**src/rtl/tpu_fp_pkg.sv**
```systemverilog
// FP32 helpers shared by the TPU post-processing blocks.
// Latency: n/a (types, constants and a combinational function only).
// Backpressure: n/a.
package tpu_fp_pkg;

   localparam int EXP_W = 8;
   localparam int MAN_W = 23;

   // Quiet NaN reported for any window that contained a NaN
   localparam logic [31:0] FP32_CANON_NAN = 32'h7FC0_0000;

   typedef enum logic {ACCUM, HOLD} pool_state_t;

   // Exponent all ones with a non-zero mantissa; infinities are not NaN
   function automatic logic fp32_is_nan(input logic [31:0] x);
      return (&x[MAN_W+EXP_W-1:MAN_W]) && (|x[MAN_W-1:0]);
   endfunction

endpackage

```
**src/rtl/maxpool_reducer_if.sv**
```systemverilog
// Element stream in, pooled result stream out, both valid/ready.
// Latency: n/a (wiring only).
// Backpressure: s_ready / m_ready carry stalls upstream and downstream.
interface maxpool_reducer_if;

   logic        s_valid;
   logic        s_ready;
   logic [31:0] s_data;
   logic        m_valid;
   logic        m_ready;
   logic [31:0] m_data;
   logic        m_nan;

   // The pooling block's view: it consumes elements and produces results
   modport slave (
      input  s_valid, s_data, m_ready,
      output s_ready, m_valid, m_data, m_nan
   );

   // The environment's view: it produces elements and consumes results
   modport master (
      output s_valid, s_data, m_ready,
      input  s_ready, m_valid, m_data, m_nan
   );

endinterface

```
**src/rtl/maxpool_reducer_cmp.sv**
```systemverilog
// FP32 maximum of two operands using a total-order key; NaN yields canonical NaN.
// Latency: purely combinational.
// Backpressure: none (no handshake).
module fp32_max_cmp
   import tpu_fp_pkg::*;
(
   input  logic [31:0] a,
   input  logic [31:0] b,
   output logic [31:0] y,
   output logic        any_nan
);

   logic [31:0] keyA;
   logic [31:0] keyB;

   // Positive values get bit31 set, negatives are inverted, so an unsigned
   // compare of the keys orders the floats; -0 lands just below +0.
   always_comb begin
      keyA    = a[31] ? ~a : (a | 32'h8000_0000);
      keyB    = b[31] ? ~b : (b | 32'h8000_0000);
      any_nan = fp32_is_nan(a) || fp32_is_nan(b);
      if (any_nan) begin
         y = FP32_CANON_NAN;
      end else if (keyA >= keyB) begin
         y = a;
      end else begin
         y = b;
      end
   end

endmodule

```
**src/rtl/maxpool_reducer.sv**
```systemverilog
// Reduces each consecutive group of WINDOW FP32 elements to its maximum.
// Latency: result valid the cycle after the last element of a window is accepted.
// Backpressure: a held result blocks input until m_ready; s_ready never depends on s_valid.
module maxpool_reducer
   import tpu_fp_pkg::*;
#(
   parameter  int WINDOW = 4,
   localparam int CNT_W  = $clog2(WINDOW)
) (
   input logic              clk,
   input logic              rst_n,
   maxpool_reducer_if.slave bus
);

   pool_state_t      stateReg;
   logic [CNT_W-1:0] cntReg;
   logic [31:0]      accReg;
   logic             nanSticky;
   logic             mValidReg;
   logic [31:0]      mDataReg;
   logic             mNanReg;

   logic [31:0]      cmpMax;
   logic             cmpNan;
   logic             sReady;
   logic             inXfer;
   logic             outXfer;
   logic             lastElem;
   logic             inNan;

   // Single comparator serves both the running max and the window-final result
   fp32_max_cmp uCmp (
      .a       (accReg),
      .b       (bus.s_data),
      .y       (cmpMax),
      .any_nan (cmpNan)
   );

   // In HOLD the slot frees up exactly when the result leaves, so an element
   // arriving that same cycle can start the next window without a bubble.
   always_comb begin
      sReady   = (stateReg == ACCUM) || bus.m_ready;
      inXfer   = bus.s_valid && sReady;
      outXfer  = mValidReg && bus.m_ready;
      lastElem = (cntReg == CNT_W'(WINDOW - 1));
      inNan    = fp32_is_nan(bus.s_data);
   end

   assign bus.s_ready = sReady;
   assign bus.m_valid = mValidReg;
   assign bus.m_data  = mDataReg;
   assign bus.m_nan   = mNanReg;

   // Window FSM, element counter, running max, NaN sticky and output register
   always_ff @(posedge clk or negedge rst_n) begin
      if (!rst_n) begin
         stateReg  <= ACCUM;
         cntReg    <= '0;
         accReg    <= '0;
         nanSticky <= 1'b0;
         mValidReg <= 1'b0;
         mDataReg  <= '0;
         mNanReg   <= 1'b0;
      end else begin
         if (outXfer) begin
            stateReg  <= ACCUM;
            mValidReg <= 1'b0;
         end
         if (inXfer) begin
            if (cntReg == '0) begin
               // First element seeds the window; nothing stale is compared
               accReg    <= bus.s_data;
               nanSticky <= inNan;
               cntReg    <= CNT_W'(1);
            end else if (lastElem) begin
               mDataReg  <= (nanSticky || inNan) ? FP32_CANON_NAN : cmpMax;
               mNanReg   <= nanSticky || inNan;
               cntReg    <= '0;
               stateReg  <= HOLD;
               mValidReg <= 1'b1;
            end else begin
               accReg    <= cmpMax;
               nanSticky <= nanSticky || cmpNan;
               cntReg    <= cntReg + CNT_W'(1);
            end
         end
      end
   end

endmodule
```
**src/flat_wrapper.sv**
```systemverilog
// flat-port wrapper written by rule: the top's interface ports become plain ports
module maxpool_reducer_flat import tpu_fp_pkg::*;
#(
   parameter  int WINDOW = 4,
   localparam int CNT_W  = $clog2(WINDOW)
)
  (clk, rst_n, bus_s_valid, bus_s_data, bus_m_ready, bus_s_ready, bus_m_valid, bus_m_data, bus_m_nan);
  maxpool_reducer_if bus_i ();
  input logic clk;
  input logic rst_n;
  input wire logic [$bits(bus_i.s_valid)-1:0] bus_s_valid;
  input wire logic [$bits(bus_i.s_data)-1:0] bus_s_data;
  input wire logic [$bits(bus_i.m_ready)-1:0] bus_m_ready;
  output wire logic [$bits(bus_i.s_ready)-1:0] bus_s_ready;
  output wire logic [$bits(bus_i.m_valid)-1:0] bus_m_valid;
  output wire logic [$bits(bus_i.m_data)-1:0] bus_m_data;
  output wire logic [$bits(bus_i.m_nan)-1:0] bus_m_nan;
  assign bus_i.s_valid = bus_s_valid;
  assign bus_i.s_data = bus_s_data;
  assign bus_i.m_ready = bus_m_ready;
  assign bus_s_ready = bus_i.s_ready;
  assign bus_m_valid = bus_i.m_valid;
  assign bus_m_data = bus_i.m_data;
  assign bus_m_nan = bus_i.m_nan;
  maxpool_reducer #(.WINDOW(WINDOW)) u_core (.clk(clk), .rst_n(rst_n), .bus(bus_i));
endmodule
```
**config.mk**
```make
export PLATFORM = sky130hd
export DESIGN_NAME = maxpool_reducer_flat
export DESIGN_NICKNAME = d
export VERILOG_FILES = /design/src/rtl/tpu_fp_pkg.sv /design/src/rtl/maxpool_reducer_if.sv /design/src/rtl/maxpool_reducer_cmp.sv /design/src/rtl/maxpool_reducer.sv /design/src/flat_wrapper.sv
export SDC_FILE = /design/constraint.sdc
export NUM_CORES = 1
export LEC_CHECK = 0
export CORE_ASPECT_RATIO = 0.6
export CORE_MARGIN = 5
export CORE_UTILIZATION = 45
export CTS_BUF_LIST = sky130_fd_sc_hd__clkbuf_8
export CTS_CLUSTER_SIZE = 28
export DETAILED_ROUTE_END_ITERATION = 7
export PLACE_DENSITY = 0.69
export SLEW_MARGIN = 20
export SYNTH_ARGS = -nofsm -noshare
export SYNTH_HDL_FRONTEND = slang
export SYNTH_SLANG_ARGS = --single-unit
```
**constraint.sdc**
```tcl
create_clock -name clk -period 3.8 [get_ports clk]
set_input_delay 0.38 -clock clk [delete_from_list [all_inputs] [get_ports clk]]
set_output_delay 0.38 -clock clk [all_outputs]
set_load 0.02 [all_outputs]
```
# Word level (Yosys, flattened, before mapping)
# Index checks and enable logic that the tools add are counted.
[word_totals]
out_inout_bits = 35
register_bits = 70
in_bits = 36
elab_cells = 49
[op_classes]
add_sub_neg = 1
bitwise = 4
n_eq_ne = 2
magnitude_cmp = 1
muxes = 19
n_reduce_logical = 15
[ops]
columns = ["operator", "count"]
rows = [
  ["two-way mux 32 bit", 7],
  ["inverter 32 bit", 2],
  ["OR reduction 23 bit", 2],
  [">= comparator 32 bit", 1],
  ["AND reduction 8 bit", 2],
  ["two-way mux 1 bit", 10],
  ["logical AND 1 bit", 4],
  ["logical OR 1 bit", 4],
  ["two-way mux 2 bit", 2],
  ["AND reduction 3 bit", 1],
  ["adder 2 x 1 -> 2 bit, second input constant", 1],
  ["equality test 2 bit, second input constant", 1],
  ["zero test 2 bit", 1],
  ["inequality test 2 bit, second input constant", 1],
  ["inverter 1 bit", 2],
  ["AND reduction 2 bit", 1],
]

# Logic depth before layout (Yosys ltp)
# Gate-level depths: netlist of the first run.
[logic_depth]
ltp_word = 7
mapped_depth = 12
mapped_depth_nobuf = 8

# Cells and area by module
# From an unflattened synthesis of the first run, not the netlist that was laid out.
[unflattened]
hier_cells = 607
area_unflattened_um2 = 5357.6
[by_module_without_submodules]
columns = ["module", "area_each_um2", "cells_per_inst", "instances", "seq_area_each_um2"]
rows = [
  ["maxpool_reducer", 3303.2, 323, 1, 1751.7],
  ["fp32_max_cmp", 2054.5, 284, 1, 0.0],
]

# Least setup slack after synthesis of the first run
# OpenSTA, ideal clock, no wires.
[synth_path]
path_kind = "input -> register"
start = "input bus_s_data[31]"
end = "register u_core.accReg[10]"
cell_stages = 12
path_buffers = 4
t_arrival_ns = 2.838
setup_ns = 0.132
path_slack_ns = 0.830
required_time_ns = 3.668
path_cell_list = "clkbuf_1 buf_1 xor2_1 ha_1 nand2b_1 a2111o_1 a311oi_1 a21o_1 and2_1 buf_6 buf_4 o211ai_1"
[synth_via]
elab_chain_len = 7
[synth_lines]
columns = ["item", "line_no", "text"]
rows = [
  ["from (decl)", "flat_wrapper.sv:12", "input wire logic [$bits(bus_i.s_data)-1:0] bus_s_data;"],
  ["inverter 32 bit", "maxpool_reducer_cmp.sv:20", "keyB = b[31] ? ~b : (b | 32'h8000_0000);"],
  ["two-way mux 32 bit *", "maxpool_reducer_cmp.sv:20", ""],
  [">= comparator 32 bit *", "maxpool_reducer_cmp.sv:24", "end else if (keyA >= keyB) begin"],
  ["two-way mux 32 bit *", "maxpool_reducer_cmp.sv:24", ""],
  ["two-way mux 32 bit *", "maxpool_reducer_cmp.sv:22", "if (any_nan) begin"],
  ["two-way mux 32 bit *", "maxpool_reducer.sv:75", "end else if (lastElem) begin"],
  ["two-way mux 32 bit *", "maxpool_reducer.sv:70", "if (cntReg == '0) begin"],
  ["to (signal assigned)", "maxpool_reducer.sv:72", "accReg <= bus.s_data;"],
  ["to (signal assigned)", "maxpool_reducer.sv:82", "accReg <= cmpMax;"],
  ["to (decl)", "maxpool_reducer.sv:17", "logic [31:0] accReg;"],
]
# Every way passes the cells marked *; elsewhere a longest branch is shown, timed or not. The select of a mux whose other input is x is not followed.
# A chain may end at the register's enable or synchronous reset.

# Worst setup path in the final report of the first run
[layout_path]
start = "register u_core.accReg[31]"
end = "register u_core.mDataReg[31], in the netlist u_core.bus.m_data[31]"
[layout_via]
elab_chain_len = 6
[layout_lines]
columns = ["item", "line_no", "text"]
rows = [
  ["inverter 32 bit", "maxpool_reducer_cmp.sv:19", "keyA = a[31] ? ~a : (a | 32'h8000_0000);"],
  ["two-way mux 32 bit", "maxpool_reducer_cmp.sv:19", ""],
  [">= comparator 32 bit", "maxpool_reducer_cmp.sv:24", ""],
  ["two-way mux 32 bit *", "maxpool_reducer_cmp.sv:24", ""],
  ["two-way mux 32 bit *", "maxpool_reducer_cmp.sv:22", ""],
  ["two-way mux 32 bit *", "maxpool_reducer.sv:76", "mDataReg <= (nanSticky || inNan) ? FP32_CANON_NAN : cmpMax;"],
  ["to (signal assigned)", "maxpool_reducer.sv:76", ""],
  ["to (decl)", "maxpool_reducer.sv:20", "logic [31:0] mDataReg;"],
]
# Every way passes the cells marked *; elsewhere a longest branch is shown, timed or not.

==> results of run 1 <==
-- cell type report --
cell class	instances	area, um^2
tap	160	200
fill	1051	5150
clock buffer	10	138
multi-input combinational	471	3260
sequential	70	1750
clock inverter	6	68.8
timing repair buffer	88	863
inverter	15	56.3
-- cells in the mapped netlist, types with 2 or more instances --
master,instances
a211oi_1,13
a211oi_2,6
a21o_1,5
a21oi_1,34
a311oi_1,5
a311oi_2,5
and3_1,25
and4_1,10
buf_1,6
buf_2,13
buf_4,9
buf_6,6
clkbuf_1,22
dfrtp_1,70
ha_1,35
inv_1,15
nand2_1,80
nand2b_1,3
nand3_1,14
nand4_1,55
nor2_1,16
nor3_1,3
nor3_2,2
nor4_1,20
o211ai_1,45
o21a_1,2
o21ai_0,16
xnor2_1,31
xor2_1,31
-- worst max-delay path: stages (launching register included) --
cell and delay [ns]:
dfrtp_1 0.40, buf_12 0.19, xor2_1 0.19, ha_1 0.32, nand4_1 0.19, nor4_1 0.45, a311oi_1 0.15, a21o_2 0.22
and2_2 0.27, buf_4 0.21, o311ai_0 0.27
-- where the power goes --
group	total [mW]	internal, mW	switching, mW	leakage (nW)
registers	1.55	1.12	0.432	0.831
logic	3.66	1.50	2.16	1.61
clock network	0.658	0.325	0.333	0.103
-- per-stage QoR --
step	power, mW	hold slack, ns	setup WS, ns	utilization (%)	cells
floorplan	4.02	0.0844	0.830	-	612
global placement	4.99	0.466	0.547	53.3	804
detailed placement	5.17	0.486	0.479	53.3	804
CTS	5.83	0.279	0.808	55.1	820
global route	6.31	0.322	0.512	55.1	820
finish	5.87	0.235	0.797	55.1	820
-- registers in the layout, summed over array words and instances, names as in the netlist --
register,count
u_core.accReg,32
u_core.bus.m_data,32
u_core.bus.m_nan,1
u_core.bus.m_valid,1
u_core.cntReg,2
u_core.nanSticky,1
u_core.stateReg,1
-- path summary, 6_finish.rpt --
path	slack [ns]	end	depth (start not counted)
setup / recovery	0.80	u_core.bus.m_data[31]	10
hold / removal	0.23	u_core.bus.m_data[4]	2
setup reg to reg	0.80	u_core.bus.m_data[31]	10
hold reg to reg	0.50	u_core.stateReg	2
max in group asynchronous	2.96	u_core.accReg[29]	2
min in group clk	0.50	u_core.stateReg	2
-- routing by layer --
layer / share of wire [%] / wire length [um] / vias up / track usage (%)
met2: 43 / 7160 / 304 / 35.5
met3: 10 / 1710 / 20 / 6.47
met1: 46 / 7690 / 2556 / 35.1
met5: 0 / 0 / - / 0
met4: 1.1 / 180 / 0 / 6.03
li1: - / - / 2360 / -
-- kinds of logic after synthesis --
logic type / after synthesis / synth area share, %
and+or+nand+nor: 233 / 23.3
AOI/OAI and AO/OA: 140 / 18.7
buffers and inverters: 71 / 6.75
DFF: 70 / 32.7
xor gates and xnor gates: 62 / 10.1
adders and majority gates: 35 / 8.18
muxes: 1 / 0.210
==> impl_metrics.json, run 1 <==
{
  "ys_seq_area_share_pct": 32.7,
  "fin_tns_setup_ns": 0,
  "finalHoldViolCount": 0,
  "h-tree-depth": 3,
  "cts_setup_buffers": 0,
  "vias_per_cell": 6.39,
  "design_area_um2": 6330,
  "fmax_ghz": 0.333,
  "postSynthAreaPerCell_um2": 8.75,
  "synth_cells": 612,
  "clock_sink_count": 70,
  "die_w_um": 151,
  "die_y_um": 94.5,
  "io_pins": 71,
  "drive_above_1_share_pct": 8.64,
  "antenna_cells": 0,
  "area.growth.synth_to_final_pct": 18.3,
  "synth_top_area_share_pct": 32.7,
  "synthTopCellsByArea": "dfrtp_1 (33%), ha_1 (8.2%), nand4_1 (6.4%)",
  "synth_edf_count": 0,
  "maxCapViolCount": 0,
  "yosysTopAreaCell": "dfrtp_1",
  "mostFrequentLayoutCell": "nand2_1",
  "maxSlewHeadroom_pct": 37.1,
  "max-vdd-ir-drop_uv": 498,
  "finClkSkew_ns": 0.00907,
  "core_um2": 11500,
  "port_buffers": 70,
  "antenna_found_initial": 0,
  "endpoint_kind": "register",
  "synth.distinct_cells": 44,
  "clk_latency_ns": 0.38,
  "synthArstFlopShare_pct": 100,
  "rsz0062_at_grt": "no",
  "syn_nets": 683,
  "grt_pass1_vias": 5082,
  "hold_path.class": "input port to async pin",
  "crit_path_start": "u_core.accReg[31]",
  "tritoncts": "built",
  "synth_area_um2": 5360,
  "initial_core_util_pct": 46.6,
  "grt_pass1_wl_mm": 27.4,
  "overflow": 0,
  "cts_resized": 0,
  "synth_ff_type": "dfrtp_1",
  "rr_startpoint": "u_core.accReg[31]",
  "final_cell_mix": "nand2_1 (80), dfrtp_1 (70), clkdlybuf4s50_1 (68), nand4_1 (55), o211ai_1 (45)",
  "nets": 726,
  "startpoint_type": "register",
  "firstDrtPassIters": 5,
  "required_ns": 4.07,
  "gp_congestion": 0.877,
  "min_period_ns": 3.00,
  "via_count": 5240,
  "power_density_nw_per_um2": 927,
  "place_area_um2": 6130,
  "grt_max_degree": 71,
  "cts.path.max_buffers": 2,
  "synth-seq-cells": 70,
  "drc": 0,
  "path_max_fanout": 34,
  "setup_viol": 0,
  "cts_hold_buffers": 0,
  "rows": 30,
  "critPathKind": "register to register",
  "fin_crit_sh_pct": 79.0,
  "drtIter0Drc": 580,
  "antenna_left": 0,
  "dieArea_um2": 14300,
  "cts-root-buf": "clkbuf_8",
  "drt-total-wl_mm": 16.7,
  "status": "finished clean",
  "ys_warn_count": 0,
  "critical_path_arrival_ns": 3.27,
  "power_leakage_nw": 2.54,
  "grt_use_total_pct": 24.1,
  "dp_hpwl_mm": 11.4,
  "clk_pin_slew_ns": 0.09,
  "maxSlewViolCount": 0,
  "cts_buffers": 9,
  "wire_per_inst_um": 20.4,
  "worstMarginPinSlew_ns": 0.943
}
No activity file was read; power rests on OpenSTA's default activity.
==> run 2: changes to the inputs <==
--- a/config.mk
+++ b/config.mk
@@ -11,7 +11,7 @@
 export CTS_BUF_LIST = sky130_fd_sc_hd__clkbuf_8
 export CTS_CLUSTER_SIZE = 28
 export DETAILED_ROUTE_END_ITERATION = 7
-export PLACE_DENSITY = 0.69
+export PLACE_DENSITY = 0.72
 export SLEW_MARGIN = 20
 export SYNTH_ARGS = -nofsm -noshare
 export SYNTH_HDL_FRONTEND = slang
==> constraint.sdc (replaced) <==
create_clock -name clk -period 2.7 [get_ports clk]
set_input_delay 0.27 -clock clk [delete_from_list [all_inputs] [get_ports clk]]
set_output_delay 0.27 -clock clk [all_outputs]
set_load 0.02 [all_outputs]
==> impl_metrics.json, run 2 (synthesis gave the netlist of run 1 again) <==
{
  "status": "finished with violations",
  "violations": "setup timing",
  "rows": 30,
  "wire_per_inst_um": 20.3,
  "io_pins": 71,
  "nets": 808,
  "port_buffers": 70,
  "crit_chain": "buf_6 > clkbuf_16 > buf_4 > xor2_1 > ha_1 > o21ai_0 > nand2b_1 > a311oi_1 > a21o_2 > and2_4 > buf_12 > o211ai_1",
  "rsz0062_at_grt": "yes",
  "clock_sink_count": 70,
  "vias_per_cell": 6.23,
  "cp_slowest_cell": "dfrtp_2",
  "cts.path.max_buffers": 2,
  "clk_latency_ns": 0.35,
  "antenna_left": 0,
  "fin_tns_setup_ns": -6.62,
  "die_w_um": 151,
  "dp_hpwl_mm": 12.6,
  "drt-total-wl_mm": 18.3,
  "setup_viol": 64,
  "grt_pass1_wl_mm": 29.1,
  "cpPeakStageDelay_ns": 0.45,
  "maxSlewViolCount": 0,
  "min_period_ns": 2.84,
  "core_um2": 11500,
  "initial_core_util_pct": 46.6,
  "required_ns": 2.92,
  "hold_path.class": "register to register",
  "critPathKind": "register to register",
  "grt_pass1_vias": 5385,
  "firstDrtPassIters": 5,
  "r2r_cells": 12,
  "final_cell_mix": "nand2_1 (80), buf_4 (75), dfrtp_1 (69), clkdlybuf4s50_1 (68), nand4_1 (55)",
  "fmax_ghz": 0.352,
  "antenna_found_initial": 0,
  "maxSlewHeadroom_pct": 50.5,
  "dp_slack_ns": -0.346,
  "drc": 0,
  "tritoncts": "built",
  "h-tree-depth": 3,
  "grt_max_degree": 46,
  "holdPathStages": 2,
  "startpoint_type": "register",
  "fin_crit_sh_pct": 105,
  "antenna_cells": 0,
  "finClkSkew_ns": 0.00808,
  "die_y_um": 94.5,
  "endpoint_kind": "register",
  "mostFrequentLayoutCell": "nand2_1",
  "max-vdd-ir-drop_uv": 645,
  "gp_congestion": 0.898,
  "drtIter0Drc": 534,
  "drive_above_1_share_pct": 20.4,
  "overflow": 0,
  "critical_path_arrival_ns": 3.06,
  "cts-root-buf": "clkbuf_8",
  "path_max_fanout": 26,
  "finalHoldViolCount": 0,
  "maxCapViolCount": 0,
  "worst_slack_ns": -0.142,
  "via_count": 5614,
  "clk_pin_slew_ns": 0.08,
  "power_leakage_nw": 3.03,
  "worstMarginPinSlew_ns": 0.742,
  "dieArea_um2": 14300,
  "power_density_nw_per_um2": 1320,
  "grt_use_total_pct": 25.7,
  "area.growth.synth_to_final_pct": 34.9,
  "cts_buffers": 9
}
-- run 2: worst paths after layout --
check | startpoint | end | slack (ns)
max in group asynchronous | rst_n | u_core.accReg[31] | 1.47
setup / recovery | u_core.accReg[31] | u_core.accReg[13] | -0.14
setup reg to reg | u_core.accReg[31] | u_core.accReg[13] | -0.14
hold reg to reg | u_core.stateReg | u_core.stateReg | 0.50
hold / removal | u_core.stateReg | u_core.stateReg | 0.50
min in group asynchronous | rst_n | u_core.accReg[8] | 0.53
-- run 2: final cells by class --
type,count,area (um^2)
Clock buffer,9,124
Clock inverter,6,56.3
Fill cell,962,4260
Inverter,15,56.3
Multi-Input combinational cell,471,3350
Sequential cell,70,1750
Tap cell,160,200
Timing Repair Buffer,170,1680
-- run 2: repair_timing --
| action | 4_1_cts | 5_1_grt |
|---|---|---|
| endpoints found under the setup margin | 64 | 64 |
| hold buffers | 1 | 0 |
| gates resized for setup | 17 | 31 |
| pin swaps | 4 | 39 |
| buffers inserted | 2 | 7 |
| endpoints found under the hold margin | 28 | 0 |
| cloned | 0 | 3 |
-- run 2: routing by layer --
metal	global-route usage, %	share of wire [%]
met1	38.7	46
met2	36.1	42
met3	8.25	11
met4	4.68	0.70
met5	0	0
-- run 2: metrics by stage --
stage / hold WS [ns] / instance area [um^2] / cells / total power, mW / util, %
floorplan: -0.0256 / 5360 / 612 / 5.67 / -
detailed placement: 0.367 / 6710 / 873 / 7.81 / 58.4
finish: 0.497 / 7220 / 901 / 9.51 / 62.9
global placement: 0.351 / 6710 / 873 / 7.58 / 58.4
CTS: 0.495 / 6970 / 891 / 8.86 / 60.7
global route: 0.544 / 7220 / 901 / 10.2 / 62.9
-- run 2: where the power goes --
part / internal (mW) / switching (mW) / total (mW)
Combinational: 3.03 / 3.54 / 6.57
Clock: 0.414 / 0.433 / 0.848
Sequential: 1.58 / 0.516 / 2.10
Total: 5.02 / 4.49 / 9.51
-- run 2: worst max-delay path, delay by kind of cell (launching register included) --
kind / cells / cell delay (ns)
AOI/OAI and AO/OA: 4 / 0.84
and+or+nand+nor: 2 / 0.32
adders and majority gates: 1 / 0.30
DFF: 1 / 0.45
buffers and inverters: 4 / 0.61
xor gates and xnor gates: 1 / 0.16
==> run 3: changes to the inputs <==
--- a/config.mk
+++ b/config.mk
@@ -15,4 +15,5 @@
 export SLEW_MARGIN = 20
 export SYNTH_ARGS = -nofsm -noshare
 export SYNTH_HDL_FRONTEND = slang
+export SYNTH_HIERARCHICAL = 1
 export SYNTH_SLANG_ARGS = --single-unit
==> constraint.sdc (replaced) <==
create_clock -name clk -period 2.4 [get_ports clk]
set_input_delay 0.24 -clock clk [delete_from_list [all_inputs] [get_ports clk]]
set_output_delay 0.24 -clock clk [all_outputs]
set_load 0.02 [all_outputs]
==> impl_metrics.json, run 3 <==
{
  "die_y_um": 94.5,
  "grt_use_total_pct": 25.5,
  "finClkSkew_ns": 0.0126,
  "cp_slowest_cell": "dfrtp_2",
  "fin_util_pct": 67.1,
  "grt_pass1_wl_mm": 28.6,
  "synth_top_area_share_pct": 32.7,
  "endpoint_kind": "register",
  "rows": 30,
  "violations": "setup timing",
  "io_pins": 71,
  "ys_warn_count": 6,
  "power_leakage_nw": 3.32,
  "cts_buffers": 9,
  "min_period_ns": 3.14,
  "grt_pass1_vias": 5426,
  "nets": 837,
  "r2r_cells": 15,
  "critPathTopFamily": "simple AND/OR/NAND/NOR gates",
  "synth_cells": 607,
  "synth.distinct_cells": 49,
  "cp_num_buf_inv": 5,
  "drt-total-wl_mm": 18.6,
  "via_count": 5436,
  "worstMarginPinSlew_ns": 1.04,
  "maxCapViolCount": 0,
  "cpPeakStageDelay_ns": 0.47,
  "ys_seq_area_share_pct": 32.7,
  "yosysTopAreaCell": "dfrtp_1",
  "port_buffers": 70,
  "synthArstFlopShare_pct": 100,
  "initial_core_util_pct": 46.6,
  "die_w_um": 151,
  "antenna_found_initial": 0,
  "ff2ff_setup_slack_ns": -0.74,
  "synth_ff_type": "dfrtp_1",
  "path_max_fanout": 18,
  "drtIter0Drc": 749,
  "area.growth.synth_to_final_pct": 44.0,
  "synthTopCellsByCount": "nand2_1 (89), dfrtp_1 (70), a21oi_1 (41), o21ai_0 (39), ha_1 (36)",
  "power_density_nw_per_um2": 1350,
  "finalHoldViolCount": 0,
  "wire_per_inst_um": 20.1,
  "synth_most_common_cell": "nand2_1",
  "cts-root-buf": "clkbuf_8",
  "r2r_end": "u_core/bus.m_data[23]",
  "grt_max_degree": 45,
  "synth_area_um2": 5360,
  "critPathKind": "register to register",
  "critical_path_arrival_ns": 3.38,
  "max-vdd-ir-drop_uv": 896,
  "synthTopCellsByArea": "dfrtp_1 (33%), ha_1 (8.4%), nand2_1 (6.2%)",
  "maxSlewViolCount": 0,
  "antenna_cells": 0,
  "synth-seq-cells": 70,
  "startpoint_type": "register",
  "core_um2": 11500,
  "nFillCells": 900,
  "overflow": 0,
  "vias_per_cell": 5.85,
  "clk_pin_slew_ns": 0.08,
  "antenna_left": 0,
  "cts.path.max_buffers": 2,
  "fin_crit_sh_pct": 131,
  "gp_congestion": 0.950,
  "required_ns": 2.64,
  "rr_startpoint": "u_core/accReg[31]",
  "drive_above_1_share_pct": 31.2,
  "postSynthAreaPerCell_um2": 8.83,
  "dieArea_um2": 14300,
  "firstDrtPassIters": 6,
  "dp_hpwl_mm": 12.6,
  "dp_slack_ns": -0.892,
  "worst_slack_ns": -0.744,
  "clk_latency_ns": 0.36,
  "rsz0062_at_grt": "yes",
  "maxSlewHeadroom_pct": 30.5,
  "status": "finished with violations",
  "synth_edf_count": 0,
  "tritoncts": "built",
  "final_cell_mix": "buf_4 (93), nand2_1 (86), dfrtp_1 (69), clkdlybuf4s50_1 (68), o21ai_1 (61)",
  "fmax_ghz": 0.318,
  "setup_viol": 64,
  "crit_chain": "buf_4 > buf_12 > xor2_1 > ha_1 > and4_1 > nand2_1 > nor2_1 > buf_4 > o41ai_4 > buf_12 > buf_6 > nand3_2 > nand3b_1 > nor2_2 > a21oi_1",
  "mostFrequentLayoutCell": "buf_4",
  "hold_path.class": "input port to async pin",
  "clock_sink_count": 70,
  "syn_nets": 679,
  "drc": 0,
  "h-tree-depth": 3
}
run 3: cell count changes in the layout (fill, tap and decap cells not counted), sizes merged, moves of 18 or more:
cell / delta
a211oi: -18
and3: -24
buf: +19
mux2i: +32
nand3: +21
nand4: -45
o211ai: -45
o21ai: +75
run 3: cells by family (layout without fill, tap and decap cells):
family | count (synthesis) | after routing | share of synthesized area (%)
mux | 33 | 33 | 6.19
compound gates | 156 | 157 | 18.4
flops | 70 | 70 | 32.7
fa+ha+maj | 36 | 36 | 8.41
buf+inv | 50 | 211 | 5.42
simple gates | 200 | 200 | 18.7
xor+xnor | 62 | 62 | 10.1
run 3: where the power goes:
| part | internal, mW | total, mW | switching [mW] |
|---|---|---|---|
| clock network | 0.420 | 0.887 | 0.466 |
| registers | 1.74 | 2.14 | 0.398 |
| logic | 3.37 | 7.38 | 4.01 |
| total | 5.53 | 10.4 | 4.88 |
run 3: layer usage:
metal / wire (um) / track usage [%] / vias to the layer above
li1: - / - / 2488
met1: 8240 / 36.4 / 2628
met2: 8470 / 38.8 / 274
met3: 1500 / 5.23 / 46
met4: 428 / 8.07 / 0
met5: 0 / 0 / -
run 3: layout make-up:
cell class | instances | area (um^2) | share of cell area (%)
clock inverters | 4 | 23.8 | 0.308
multi-input cells | 488 | 3720 | 48.2
flip-flops and latches | 70 | 1750 | 22.7
repair buffers | 190 | 1850 | 23.9
clock buffers | 11 | 151 | 1.96
well taps | 160 | 200 | 2.60
inverters | 6 | 22.5 | 0.292
run 3: how the worst max path moves through the flow:
stage,start,endpoint,slack (ns),depth (start not counted)
floorplan,u_core/accReg[31],u_core/accReg[15],-0.36,13
global placement,bus_s_data[14],u_core/accReg[12],-0.77,12
detailed placement,bus_s_data[14],u_core/accReg[17],-0.89,12
CTS,u_core/accReg[31],u_core/accReg[15],-0.66,12
global route,u_core/accReg[31],u_core/accReg[23],-0.81,14
finish,u_core/accReg[31],u_core/bus.m_data[23],-0.74,15
run 3: stage by stage:
step | power (mW) | setup TNS, ns | hold WS, ns | cell area [um^2] | std cells
6_report | 10.4 | -40.38 | 0.440 | 7710 | 929
5_1_grt | 11.1 | -46.19 | 0.507 | 7710 | 929
4_1_cts | 9.64 | -34.62 | 0.459 | 7350 | 919
3_5_place_dp | 8.41 | -49.74 | 0.306 | 6960 | 897
3_3_place_gp | 8.17 | -44.37 | 0.296 | 6960 | 897
2_1_floorplan | 6.07 | -20.24 | -0.0556 | 5440 | 607
run 3: what timing repair did:
| action | in CTS | in global routing |
|---|---|---|
| buffers inserted | 5 | 5 |
| hold buffers | 1 | 0 |
| gates cloned | 1 | 5 |
| pin swaps | 13 | 17 |
| hold endpoints to repair | 26 | 0 |
| endpoints found under the setup margin | 64 | 65 |
| gates resized for setup | 54 | 49 |
